$ cat src/rtl/cpu_pkg.sv
// Shared constants and selector enum for the 16-bit CPU front end.
// The return-address stack in fetch_unit is enabled with FETCH_STACK_EN.
package cpu_pkg;

  localparam int WIDTH  = 16;
  localparam int NWORDS = 1024;
  localparam int AW     = $clog2(NWORDS);

  localparam logic [AW-1:0] RESET_PC = '0;

  typedef enum logic [2:0] {
    SEL_INC,
    SEL_BRANCH,
    SEL_JUMP,
    SEL_CALL,
    SEL_RET
  } next_pc_sel_t;

endpackage

$ cat src/rtl/fetch_stack.sv
// Return-address LIFO for fetch_unit; a push while full drops the oldest entry.
// Only instantiated when FETCH_STACK_EN is defined.
module fetch_stack
  import cpu_pkg::*;
#(
  parameter int DEPTH = 4,
  parameter int DW    = AW
) (
  input  logic          clk,
  input  logic          reset,
  input  logic          push,
  input  logic          pop,
  input  logic [DW-1:0] din,
  output logic [DW-1:0] top,
  output logic          empty,
  output logic          full
);

  localparam int CW = $clog2(DEPTH + 1);
  localparam int IW = (DEPTH > 1) ? $clog2(DEPTH) : 1;

  logic [DW-1:0] mem [DEPTH];
  logic [CW-1:0] count;
  logic [IW-1:0] top_idx;
  logic [IW-1:0] wr_idx;

  assign empty   = (count == '0);
  assign full    = (count == CW'(DEPTH));
  assign top_idx = IW'(count - CW'(1));
  assign wr_idx  = IW'(count);
  // Popping an empty stack yields 0 so a bad return lands at address 0.
  assign top     = empty ? '0 : mem[top_idx];

  always_ff @(posedge clk or negedge reset) begin
    if (!reset) begin
      count <= '0;
      for (int i = 0; i < DEPTH; i++) mem[i] <= '0;
    end else if (push) begin
      if (full) begin
        for (int i = 0; i < DEPTH - 1; i++) mem[i] <= mem[i+1];
        mem[DEPTH-1] <= din;
      end else begin
        mem[wr_idx] <= din;
        count       <= count + CW'(1);
      end
    end else if (pop && !empty) begin
      count <= count - CW'(1);
    end
  end

endmodule

$ cat src/rtl/fetch_unit.sv
// Instruction-fetch stage: PC, instruction register and redirect handling.
// Define FETCH_STACK_EN to enable call/return through the hardware stack.
module fetch_unit
  import cpu_pkg::*;
#(
  parameter int DEPTH = 4
) (
  input  logic             clk,
  input  logic             reset,
  input  logic             stall,
  input  logic             jump,
  input  logic             branch,
  input  logic             call,
  input  logic             ret,
  input  logic [AW-1:0]    jump_addr,
  input  logic [AW-1:0]    branch_off,
  input  logic [WIDTH-1:0] instr_in,
  output logic [AW-1:0]    pc_addr,
  output logic [WIDTH-1:0] ir,
  output logic [AW-1:0]    ir_pc,
  output logic             ir_valid,
  output logic             stack_err
);

  logic [AW-1:0] pc;
  logic [AW-1:0] target;
  logic [AW-1:0] ret_addr;
  logic          ret_en;
  next_pc_sel_t  sel;

`ifdef FETCH_STACK_EN
  logic [AW-1:0] stack_top;
  logic          stack_empty;
  logic          stack_full;
  logic          push;
  logic          pop;
  logic          err;

  assign ret_en   = ret;
  assign ret_addr = stack_top;
  assign push     = !stall && (sel == SEL_CALL);
  assign pop      = !stall && (sel == SEL_RET);

  fetch_stack #(
    .DEPTH (DEPTH),
    .DW    (AW)
  ) u_stack (
    .clk   (clk),
    .reset (reset),
    .push  (push),
    .pop   (pop),
    .din   (ir_pc + AW'(1)),
    .top   (stack_top),
    .empty (stack_empty),
    .full  (stack_full)
  );

  always_ff @(posedge clk or negedge reset) begin
    if (!reset) begin
      err <= 1'b0;
    end else if ((push && stack_full) || (pop && stack_empty)) begin
      err <= 1'b1;
    end
  end

  assign stack_err = err;
`else
  logic unused_ret;

  assign unused_ret = ret;
  assign ret_en     = 1'b0;
  assign ret_addr   = '0;
  assign stack_err  = 1'b0;
`endif

  // Redirects only count when they come from a valid decoded instruction.
  always_comb begin
    sel = SEL_INC;
    if (ir_valid) begin
      if (ret_en)      sel = SEL_RET;
      else if (call)   sel = SEL_CALL;
      else if (jump)   sel = SEL_JUMP;
      else if (branch) sel = SEL_BRANCH;
    end
  end

  always_comb begin
    target = pc + AW'(1);
    case (sel)
      SEL_BRANCH: target = ir_pc + branch_off;
      SEL_JUMP:   target = jump_addr;
      SEL_CALL:   target = jump_addr;
      SEL_RET:    target = ret_addr;
      default:    target = pc + AW'(1);
    endcase
  end

  // On a redirect the word fetched from the old pc is captured but flushed.
  always_ff @(posedge clk or negedge reset) begin
    if (!reset) begin
      pc       <= RESET_PC;
      ir       <= '0;
      ir_pc    <= '0;
      ir_valid <= 1'b0;
    end else if (!stall) begin
      pc       <= target;
      ir       <= instr_in;
      ir_pc    <= pc;
      ir_valid <= (sel == SEL_INC);
    end
  end

  assign pc_addr = pc;

endmodule

$ cat config.mk
export PLATFORM = sky130hd
export DESIGN_NAME = fetch_unit
export DESIGN_NICKNAME = d
export VERILOG_FILES = /design/src/rtl/cpu_pkg.sv /design/src/rtl/fetch_stack.sv /design/src/rtl/fetch_unit.sv
export SDC_FILE = /design/constraint.sdc
export NUM_CORES = 1
export LEC_CHECK = 0
export ABC_AREA = 1
export BUFFER_PORTS_ARGS = -buffer_cell sky130_fd_sc_hd__buf_2
export CAP_MARGIN = 5
export CELL_PAD_IN_SITES_DETAIL_PLACEMENT = 1
export CELL_PAD_IN_SITES_GLOBAL_PLACEMENT = 2
export CORE_ASPECT_RATIO = 2
export CORE_MARGIN = 3
export CORE_UTILIZATION = 26
export CTS_CLUSTER_SIZE = 12
export DETAILED_ROUTE_END_ITERATION = 6
export PLACE_DENSITY_LB_ADDON = 0.1
export SLEW_MARGIN = 20
export SYNTH_ARGS = -nofsm -noshare
export SYNTH_HDL_FRONTEND = slang
export SYNTH_SLANG_ARGS = --single-unit
$ cat constraint.sdc
create_clock -name clk -period 2.2 [get_ports clk]
set_clock_uncertainty 0.1 [all_clocks]
set_input_delay 0.22 -clock clk [delete_from_list [all_inputs] [get_ports clk]]
set_output_delay 0.22 -clock clk [all_outputs]
set_load 0.005 [all_outputs]
== Word level (Yosys, flattened, before mapping) ==
Index checks and enable logic that the tools add are counted.

* Add/sub/neg operators: 2
* $mul: 0
* Div/mod/pow operators: 0
* $lt $le $gt $ge: 0
* Equal/unequal tests: 4
* Shifts and indexed selects: 0
* Muxes and demuxes: 5
* Bitwise operators: 0
* Reduce and logical (&&, ||, !) cells: 2

{| class="wikitable"
|+ Operators by type and width
! operator !! count
|-
| $pmux W10 S3 || 1
|-
| $add A10 B1 Y10 const B || 1
|-
| $add A10 B10 Y10 || 1
|-
| $eq A3 B2 Y1 const B || 2
|-
| $mux W2 || 2
|-
| $eq A3 B1 Y1 const B || 1
|-
| $eq A3 B3 Y1 const B || 1
|-
| $logic_not A3 Y1 || 1
|-
| $mux W3 || 1
|-
| $reduce_or A2 Y1 || 1
|-
| $mux W1 || 1
|}

* Bits in registers: 37
* Latch bits: 0
* Bits in writable memories: 0
* Bits in read-only memories: 0
* Output and inout bits: 38
* Logic and storage cells: 17
* Memories kept: 0

== Logic depth before layout (Yosys ltp) ==
* Word-level depth: 7
* Depth in mapped cells: 10
* Gate-level depth less buffers: 10

== Worst setup path before layout ==
OpenSTA, ideal clock, no wires.

* Path kind: flip-flop to flip-flop
* Start point: reg ir_pc[0]
* End point: reg pc[2], in the netlist pc_addr[2]
* Setup time: 0.134 ns
* Arrival time: 1.538 ns
* Required time: 1.966 ns
* Setup slack: 0.429 ns
* Stages on the path, launching flop included: 8
* Buffers on the path: 0
* Period minus slack after synthesis: 1.771 ns
* Path through: dfrtp_1 ha_1 fa_1 or2_2 nand3_1 nand3_1 nand2_1 o21ai_0

* Longest elaborated chain between the ends: 2

{| class="wikitable"
|+ Ends and longest elaborated chain
! item !! RTL line !! source
|-
| start, declared || fetch_unit.sv:20 || <nowiki>output logic [AW-1:0] ir_pc,</nowiki>
|-
| start signal, assigned || fetch_unit.sv:108 || <nowiki>ir_pc <= pc;</nowiki>
|-
| $add A10 B10 Y10 || fetch_unit.sv:90 || <nowiki>SEL_BRANCH: target = ir_pc + branch_off;</nowiki>
|-
| $pmux W10 S3 || fetch_unit.sv:89 || <nowiki>case (sel)</nowiki>
|-
| end signal, assigned || fetch_unit.sv:106 || <nowiki>pc <= target;</nowiki>
|-
| end, declared || fetch_unit.sv:25 || <nowiki>logic [AW-1:0] pc;</nowiki>
|}

No other way between the ends.
A chain may end at the register's enable or synchronous reset.

== Worst setup path after layout ==
* Start point: reg ir_pc[0]
* End point: reg pc[8], in the netlist pc_addr[8]

Same word-level chain as after synthesis.

==> qor.csv <==
metric,value,unit
worstPathArrival,2.06,ns
io_buffers,78,
ys_seq_elements,37,
max_freq,512,MHz
synth_top_family_by_area,simple AND/OR/NAND/NOR gates,
num_rows,47,
finalSetupViolCount,0,
multi_input_area,0.00115,mm2
finalCritPeriodShare,88.8,%
status,finished clean,
dpl.cell_count,481,
initialDrtViolationCount,41,
sequential_cell_area,926,um2
ir_worst_vdd,512,uV
grt.total_usage,16.0,%
cts_tree,yes,
synth_compound_area_share,8.26,%
cpPeakStageDelay,0.44,ns
finalHoldViolations,0,
numClockSinks,37,
synthAdderAreaFrac,6.56,%
crit_type,reg -> reg,
fillers,1085,
ys_types,27,
powerDensity,928,mW/mm2
synth-xor-area-share,0.792,%
diodes,0,
wl_per_cell,15.1,um
die_w,71.2,um
vias,2277,
synthSimpleGateAreaFrac,36.1,%
crit_path_frequent_cell,nand2_1,
clock_path_buffers,2,
p_leak,0.00157,uW
drc_errors,0,
area_delta_synth_final,29.3,%
dieHeight,136,um
post_synth.cell_area_avg,7.13,um2
finalSetupTns,0,ns
final_util,34.5,%
slew_violations,0,
path_cells,ha_1 > fa_1 > nand3_1 > nand2_1 > nand2_1 > nand2_1 > nand2_1 > nand3_1 > a21oi_1,
grt_max_degree,39,
ys_warn_count,0,
io-pin-count,81,
stdcell_count,490,
cp_data_required_time,2.31,ns
gr-total-overflow,0,
ys_seq_area_share,41.9,%
drtPass1Iterations,4,
detail-route-antenna-nets,0,
numCtsBuffers,5,
post-cts-setup-buffer-count,0,
relSlewSlack,40.9,%
endpoint_kind,register,
htreeDepth,2,
worst-path-max-fanout,4,
period_needed,1.95,ns
rsz0062_at_grt,no,
tightest_slew,0.886,ns
dp_hpwl,5.69,mm
cts-root-buf,clkbuf_16,
vias_per_cell,4.65,
place_congestion,0.756,
clk_pin_slew,0.06,ns
synth.area.mux_share,0,%
hold_ws,0.0271,ns
drive_above_1_share,25.0,%
antenna_found_initial,0,
synth_area,0.00221,mm2
start_util,26.7,%
hp-class,in -> reg,
synth_cells,310,
clk_latency,0.28,ns
wl,7.41,mm
total_power,2650,uW
synth_nets,364,
critPathLaunchType,register,
num-nets-final,445,
grt_pass1_vias,2357,
core_area,0.00829,mm2
cap_violations,0,
crit_slowest_cell,fa_1,
grt_pass1_wl,11.8,mm
die_area,0.00971,mm2
==> cells in the mapped netlist <==
| master | number | area share [%] |
|---|---|---|
| a21oi_2 | 2 | 0.79 |
| buf_2 | 2 | 0.45 |
| buf_4 | 1 | 0.34 |
| nand3_1 | 25 | 5.7 |
| a21oi_1 | 13 | 2.9 |
| nor2_2 | 2 | 0.57 |
| xor2_1 | 1 | 0.40 |
| nand2_2 | 1 | 0.28 |
| clkinv_1 | 2 | 0.34 |
| o21ai_2 | 1 | 0.40 |
| o21bai_1 | 1 | 0.34 |
| xnor2_1 | 1 | 0.40 |
| or2_1 | 1 | 0.28 |
| or2_2 | 2 | 0.57 |
| fa_1 | 1 | 0.91 |
| nand2_1 | 130 | 22 |
| conb_1 | 1 | 0.17 |
| dfrtp_1 | 37 | 42 |
| a41oi_1 | 1 | 0.40 |
| o21ai_0 | 15 | 3.4 |
| nand4_1 | 8 | 2.3 |
| nand3b_1 | 4 | 1.4 |
| inv_2 | 2 | 0.34 |
| inv_1 | 23 | 3.9 |
| nor2_1 | 18 | 3.1 |
| ha_1 | 10 | 5.7 |
| clkbuf_1 | 5 | 0.85 |
==> layout make-up <==
type,count,area share [%]
Clock buffer,6,4.51
Tap cell,98,4.29
Multi-Input combinational cell,238,40.1
Clock inverter,2,0.350
Sequential cell,37,32.4
Inverter,27,3.54
Timing Repair Buffer,82,14.8
==> report_power, final <==
group / total, uW / internal (uW) / switching, uW / leakage, uW
Combinational: 985 / 395 / 590 / 0.00106
Sequential: 971 / 817 / 154 / 0.000443
Clock: 696 / 416 / 280 / 0.0000706
Total: 2650 / 1630 / 1020 / 0.00157
==> routing by layer <==
metal / global-route usage, % / vias up / share of wire [%]
met2: 32.1 / 46 / 59
met4: 5.65 / 0 / 1.6
met3: 2.96 / 7 / 3.8
li1: - / 1151 / -
met5: 0 / - / 0
met1: 15.6 / 1073 / 36
==> logic make-up (layout without fill, tap and decap cells) <==
kind of cell               after synthesis  after routing
buffers and inverters                   35            117
AOI/OAI and AO/OA                       33             33
xor gates and xnor gates                 2              2
other                                    1              1
DFF                                     37             37
adders and majority gates               11             11
and+or+nand+nor                        191            191
==> path summary, 6_finish.rpt <==
check	from	end	slack (ns)	depth (start not counted)
max in group asynchronous	reset	ir[12]$_DFFE_PN0N_	0.94	2
worst min register to register	ir[7]$_DFFE_PN0N_	ir[7]$_DFFE_PN0N_	0.37	2
worst max-delay path	ir_pc[0]$_DFFE_PN0N_	pc_addr[8]$_DFFE_PN0N_	0.25	9
min in group asynchronous	reset	ir_pc[0]$_DFFE_PN0N_	0.50	2
worst max register to register	ir_pc[0]$_DFFE_PN0N_	pc_addr[8]$_DFFE_PN0N_	0.25	9
worst min-delay path	instr_in[8]	ir[8]$_DFFE_PN0N_	0.03	3
==> sequential cells by signal (all words and copies together) (netlist names) <==
| name | flops |
|---|---|
| ir_pc | 10 |
| ir | 16 |
| pc_addr | 10 |
| ir_valid | 1 |
==> layout by cell type (no fill, tap or decap), drive strengths merged <==
| cell | instances |
|---|---|
| or2 | 3 |
| conb | 1 |
| clkinv | 4 |
| xnor2 | 1 |
| a21oi | 15 |
| nand3 | 25 |
| nand2 | 131 |
| dlygate4sd3 | 1 |
| ha | 10 |
| a41oi | 1 |
| buf | 81 |
| clkbuf | 6 |
| fa | 1 |
| nor2 | 20 |
| dfrtp | 37 |
| xor2 | 1 |
| o21bai | 1 |
| nand4 | 8 |
| nand3b | 4 |
| o21ai | 16 |
| inv | 25 |
==> metrics by stage <==
stage | area, um2 | setup WS, ns
2_1_floorplan | 2210 | 0.429
3_3_place_gp | 2710 | 0.267
3_5_place_dp | 2710 | 0.227
4_1_cts | 2860 | 0.206
5_1_grt | 2860 | 0.0869
6_report | 2860 | 0.247
==> critical path: cells and delay by family (launching register included) <==
family                     cells  cell delay, ns
AOI/OAI and AO/OA              1            0.15
adders and majority gates      2            0.71
DFF                            1            0.39
and+or+nand+nor                6            0.52
==> timing repair <==
item / 4_1_cts / 5_1_grt
hold buffers: 1 / 0
gates resized for setup: 0 / 0
hold endpoints to repair: 4 / 0
(Power assumes the default switching activity.)
